## config.mk

```make
export PLATFORM = sky130hd
export DESIGN_NAME = otter_io_hub
export DESIGN_NICKNAME = d
export VERILOG_FILES = /design/src/rtl/otter_io_pkg.sv /design/src/rtl/otter_debounce.sv /design/src/rtl/otter_io_hub.sv
export SDC_FILE = /design/constraint.sdc
export NUM_CORES = 1
export LEC_CHECK = 0
export CORE_ASPECT_RATIO = 0.75
export CORE_UTILIZATION = 35
export DETAILED_ROUTE_END_ITERATION = 12
export SLEW_MARGIN = 20
export SYNTH_ARGS = -nofsm -noshare
export SYNTH_HDL_FRONTEND = slang
export SYNTH_SLANG_ARGS = --single-unit
```

## constraint.sdc

```tcl
create_clock -name CLK -period 4.15 [get_ports CLK]
set_input_delay 0.6225 -clock CLK [delete_from_list [all_inputs] [get_ports CLK]]
set_output_delay 0.6225 -clock CLK [all_outputs]
set_load 0.02 [all_outputs]
```

## src/rtl/otter_io_pkg.sv

```systemverilog
// otter_io_pkg: address map constants and decode helper for the OTTER I/O hub.
package otter_io_pkg;
    localparam logic [31:0] BASE_IN_DEF  = 32'h11008000;
    localparam logic [31:0] BASE_OUT_DEF = 32'h1100C000;
    localparam logic [31:0] OFS_SW   = 32'h0;
    localparam logic [31:0] OFS_BTN  = 32'h4;
    localparam logic [31:0] OFS_PEND = 32'h8;
    localparam logic [31:0] OFS_MASK = 32'hC;
    localparam int OUT_STRIDE = 4;

    function automatic logic addr_hit(input logic [31:0] addr, input logic [31:0] base, input logic [31:0] ofs);
        return addr == base + ofs;
    endfunction
endpackage

```

## src/rtl/otter_debounce.sv

```systemverilog
// otter_debounce: 2-flop synchroniser plus counter debouncer with a pulse on each 0->1 change of db.
module otter_debounce #(
    parameter int DB_CYCLES = 16
) (
    input  logic clk,
    input  logic rst,
    input  logic raw,
    output logic db,
    output logic rise
);
    localparam int CW = $clog2(DB_CYCLES);
    localparam logic [CW-1:0] LAST = CW'(DB_CYCLES - 1);
    logic meta, sync_q, expire;
    logic [CW-1:0] cnt;
    assign expire = (sync_q != db) && (cnt == LAST);
    assign rise = expire && !db;
    always_ff @(posedge clk) begin
        if (rst) begin
            meta   <= 1'b0;
            sync_q <= 1'b0;
            cnt    <= '0;
            db     <= 1'b0;
        end else begin
            meta   <= raw;
            sync_q <= meta;
            cnt    <= (sync_q == db || expire) ? '0 : cnt + 1'b1;
            if (expire)
                db <= ~db;
        end
    end
endmodule

```

## src/rtl/otter_io_hub.sv

```systemverilog
// otter_io_hub: IOBUS-mapped output registers, synchronised switches, debounced buttons
// with W1C pending capture and a registered, maskable interrupt request.
module otter_io_hub
    import otter_io_pkg::*;
#(
    parameter int          N_OUT     = 4,
    parameter int          OUT_W     = 16,
    parameter int          N_BTN     = 5,
    parameter int          SW_W      = 16,
    parameter int          DB_CYCLES = 16,
    parameter logic [31:0] BASE_IN   = BASE_IN_DEF,
    parameter logic [31:0] BASE_OUT  = BASE_OUT_DEF
) (
    input  logic                   CLK,
    input  logic                   RST,
    input  logic [31:0]            IOBUS_ADDR,
    input  logic [31:0]            IOBUS_OUT,
    input  logic                   IOBUS_WR,
    output logic [31:0]            IOBUS_IN,
    input  logic [SW_W-1:0]        switches,
    input  logic [N_BTN-1:0]       buttons,
    output logic [N_OUT*OUT_W-1:0] out_regs,
    output logic                   intr
);
    logic [SW_W-1:0] sw_meta, sw_sync;
    logic [N_BTN-1:0] db, rise, pending, mask, pending_next, mask_next, clr;
    logic [N_OUT-1:0][OUT_W-1:0] out_q;
    logic unused_bits;
    assign unused_bits = ^IOBUS_OUT;
    assign out_regs = out_q;

    for (genvar b = 0; b < N_BTN; b++) begin : g_btn
        otter_debounce #(.DB_CYCLES(DB_CYCLES)) u_db (
            .clk(CLK), .rst(RST), .raw(buttons[b]), .db(db[b]), .rise(rise[b])
        );
    end

    // A rise in the same cycle as a W1C of that bit wins.
    always_comb begin
        clr = (IOBUS_WR && addr_hit(IOBUS_ADDR, BASE_IN, OFS_PEND)) ? IOBUS_OUT[N_BTN-1:0] : '0;
        mask_next = (IOBUS_WR && addr_hit(IOBUS_ADDR, BASE_IN, OFS_MASK)) ? IOBUS_OUT[N_BTN-1:0] : mask;
        pending_next = (pending & ~clr) | rise;
    end

    always_ff @(posedge CLK) begin
        if (RST) begin
            sw_meta <= '0;
            sw_sync <= '0;
            pending <= '0;
            mask    <= '0;
            intr    <= 1'b0;
            out_q   <= '0;
        end else begin
            sw_meta <= switches;
            sw_sync <= sw_meta;
            pending <= pending_next;
            mask    <= mask_next;
            intr    <= |(pending_next & mask_next);
            for (int i = 0; i < N_OUT; i++)
                if (IOBUS_WR && addr_hit(IOBUS_ADDR, BASE_OUT, OUT_STRIDE * i))
                    out_q[i] <= IOBUS_OUT[OUT_W-1:0];
        end
    end

    always_comb begin
        IOBUS_IN = '0;
        if (addr_hit(IOBUS_ADDR, BASE_IN, OFS_SW))   IOBUS_IN = 32'(sw_sync);
        if (addr_hit(IOBUS_ADDR, BASE_IN, OFS_BTN))  IOBUS_IN = 32'(db);
        if (addr_hit(IOBUS_ADDR, BASE_IN, OFS_PEND)) IOBUS_IN = 32'(pending);
        if (addr_hit(IOBUS_ADDR, BASE_IN, OFS_MASK)) IOBUS_IN = 32'(mask);
        for (int i = 0; i < N_OUT; i++)
            if (addr_hit(IOBUS_ADDR, BASE_OUT, OUT_STRIDE * i))
                IOBUS_IN = 32'(out_q[i]);
    end
endmodule

```

==> results.py <==
metrics = {
    "run_status": {
        "status": "finished, final reports clean",
    },
    "clock_network": {
        "htreeDepth": 4,
        "cts_buffer_depth": 2,
        "cts_root_buffer": "clkbuf_16",
        "numCtsBuffers": 17,
        "cts_tree": "yes",
        "clkLatencyLatePin_ns": 0.43,
        "cts.sinks": 142,
        "clkSlewWorstSetupHoldPaths_ns": 0.06,
        "ctsHoldBuffers": 0,
    },
    "setup_path": {
        "r2r_cells": 5,
        "startpoint": "IOBUS_ADDR[21]",
        "critPathCaptureType": "output pin",
        "required_ns": 3.53,
        "timing.rr.start": "g_btn[1].u_db.cnt[0]$_SDFF_PP0_",
        "crit_type": "in -> out",
        "path_max_fanout": 9,
        "crit_end": "IOBUS_IN[14]",
        "worstReg2RegEnd": "intr$_SDFF_PP0_",
        "startpoint_type": "input port",
        "cp.arrival_ns": 3.37,
        "rrSetupSlack_ns": 2.54,
    },
    "route": {
        "via_per_inst": 5.11,
        "wire_per_inst_um": 16.6,
        "ant_nets": 0,
        "dr_wl_met2_mm": 7.69,
        "num_vias": 5387,
        "post-route-drc-count": 0,
        "routed-wl-met3_mm": 1.46,
        "met1_length_mm": 8.25,
        "highest_layer": "met4",
        "first_iter_violations": 385,
        "wirelength_mm": 17.5,
        "drt-pass1-iter-count": 5,
    },
    "power_and_ir_drop": {
        "ir_drop_mv": 0.255,
        "total_power_mw": 3.13,
        "clock_power_share_pct": 50.1,
        "p_sw_mw": 0.735,
        "seqPwrFrac_pct": 44.5,
        "intPower_mw": 2.39,
        "p_sw_share_pct": 23.5,
        "power_frac_comb_pct": 5.4,
        "leakagePower_nw": 3.19,
        "p_per_area_nw_per_um2": 378,
    },
    "timing": {
        "grt_setup_unrepaired": "false",
        "period_share_pct": 96.2,
        "finalSetupViolations": 0,
        "fin_tns_setup_ns": 0,
        "finalClockSkew_ns": 0.00558,
        "hold_violations": 0,
        "tightest_slew_ns": 1.10,
        "relSlewSlack_pct": 27.0,
        "maxSlewViolCount": 0,
        "fmax_ghz": 0.250,
        "fin_hold_ws_ns": 0.437,
        "period_needed_ns": 3.99,
        "setup_slack_ns": 0.156,
    },
    "layout": {
        "num-nets-final": 925,
        "n_antenna_cell": 0,
        "fillerInstances": 1526,
        "post-route-util_pct": 51.0,
        "layout-drive-gt1-share_pct": 8.64,
        "layoutNonFillerInstCount": 1055,
        "area_growth_pct": 40.5,
        "final_area_um2": 8270,
    },
    "logic_synthesis": {
        "synth.area.top_cells": "dfxtp_1 (48%), nand2_1 (9.2%), a21oi_1 (5.8%)",
        "syn-mean-instance-area_um2": 8.64,
        "netlist_area_um2": 5880,
        "synth_cell_types": 50,
        "synth_top_area_share_pct": 48.3,
        "async_reset_ff_share_pct": 0,
        "yosys.area.top_type": "dfxtp_1",
        "ys_warn_count": 0,
        "synth_edf_count": 0,
        "synth_top_flop_cell": "dfxtp_1",
        "synth-seq-cells": 142,
        "synth_seq_area_share_pct": 48.3,
        "syn_inst": 681,
    },
    "place": {
        "dp_slack_ns": -0.118,
        "place_area_um2": 7590,
        "hpwl_mm": 12.8,
        "post-place-cells": 1021,
        "place_congestion": 0.873,
        "io_buffers": 152,
    },
    "floorplanning": {
        "die_w_um": 152,
        "placementRows": 40,
        "num_io_pins": 185,
        "dieArea_um2": 17300,
        "core_area_um2": 16200,
        "die_y_um": 114,
        "start_util_pct": 36.3,
    },
    "global_routing": {
        "grt_pass1_wl_mm": 27.2,
        "grt_pass1_vias": 5020,
        "antenna_found_initial": 0,
        "grt_max_degree": 107,
        "globalRoute.totalOverflow": 0,
        "grt_use_total_pct": 20.7,
    },
    "hold_path": {
        "hold_start": "sw_meta[3]$_SDFF_PP0_",
        "min_path_type": "reg -> reg",
    },
    "job": {
        "max_cap_violations": 0,
    },
}
==> kinds of logic after synthesis <==
group / share of synthesized area [%]
AO/OA/AOI/OAI: 15.1
XOR/XNOR: 2.23
adder cells (fa/ha/maj): 1.06
buffers and inverters: 5.79
flip-flops: 48.3
multiplexers: 3.47
other: 0.0638
AND/OR/NAND/NOR: 24.0
==> registers in the layout, indices dropped and copies added (netlist names) <==
name and flops:
g_btn.u_db.cnt 20, g_btn.u_db.db 5, g_btn.u_db.meta 5, g_btn.u_db.sync_q 5
intr 1, mask 5, out_regs 64, pending 5
sw_meta 16, sw_sync 16
==> power by group through the flow <==
stage / Sequential, mW / Combinational, mW / Clock, mW
after floorplan: 1.42 / 0.0806 / 0
after global placement: 1.42 / 0.164 / 0
after detailed placement: 1.42 / 0.165 / 0
after CTS: 1.39 / 0.167 / 1.59
after global routing: 1.39 / 0.181 / 1.66
final: 1.39 / 0.169 / 1.57
==> synthesized netlist by cell type (all sizes together), types with 4 or more instances <==
library cell and n:
mux2i 17, clkbuf 25, o22ai 5, inv 6
nor3 7, a32o 4, xnor2 10, dfxtp 142
a32oi 9, a2bb2oi 9, a21oi 68, buf 33
nor2 42, and3 9, xor2 5, o21ai 19
nor4 10, nand2 144, nand3 19, nand4 5
o31a 9, ha 5, nor2b 47
==> how the worst min path moves through the flow <==
stage,slack [ns],cells after the start,endpoint
3_3_place_gp,0.42,1,sw_sync[6]$_SDFF_PP0_
2_1_floorplan,0.41,1,g_btn[0].u_db.sync_q$_SDFF_PP0_
3_5_place_dp,0.42,1,sw_sync[3]$_SDFF_PP0_
6_report,0.44,1,sw_sync[3]$_SDFF_PP0_
5_1_grt,0.46,1,sw_sync[10]$_SDFF_PP0_
4_1_cts,0.44,1,sw_sync[3]$_SDFF_PP0_
==> final cells by class <==
type	count	area, um^2	share of cell area (%)
Tap cell	210	263	3.18
Sequential cell	142	2840	34.4
Inverter	6	22.5	0.272
Clock inverter	14	174	2.10
Timing Repair Buffer	175	1730	21.0
Clock buffer	18	439	5.31
Multi-Input combinational cell	490	2790	33.8
==> worst max-delay path, stage by stage <==
cell             delay [ns]
clkdlybuf4s50_1        0.41
nor4b_2                0.32
nand4_1                0.13
buf_4                  0.17
buf_4                  0.18
nor4_2                 0.25
buf_4                  0.21
a32oi_1                0.11
o21ai_1                0.18
o31a_1                 0.18
clkdlybuf4s50_1        0.60
==> layout by cell type (no fill, tap or decap), drive strengths merged, types with 7 or more instances in the layout <==
master	instances
a21oi	68
a2bb2oi	9
a32oi	9
and3	9
buf	24
clkbuf	18
clkdlybuf4s50	138
conb	16
dfxtp	142
dlymetal6s2s	12
inv	13
mux2i	17
nand2	144
nand3	19
nor2	42
nor2b	47
nor3	7
nor4	10
o21ai	19
o31a	9
xnor2	10
==> timing repair <==
item                       in CTS  in global routing
pin swaps                       0                  0
setup endpoints to repair      10                 15
resized for setup               5                 17
setup buffers                   0                  2
==> per-layer routing <==
layer  vias to the layer above  global-route usage [%]
met4                         0                    5.28
met2                       217                    30.3
met1                      2554                    29.7
met5                         -                       0
li1                       2603                       -
met3                        13                    5.46
Note: power is estimated with default switching activity, not from simulation.
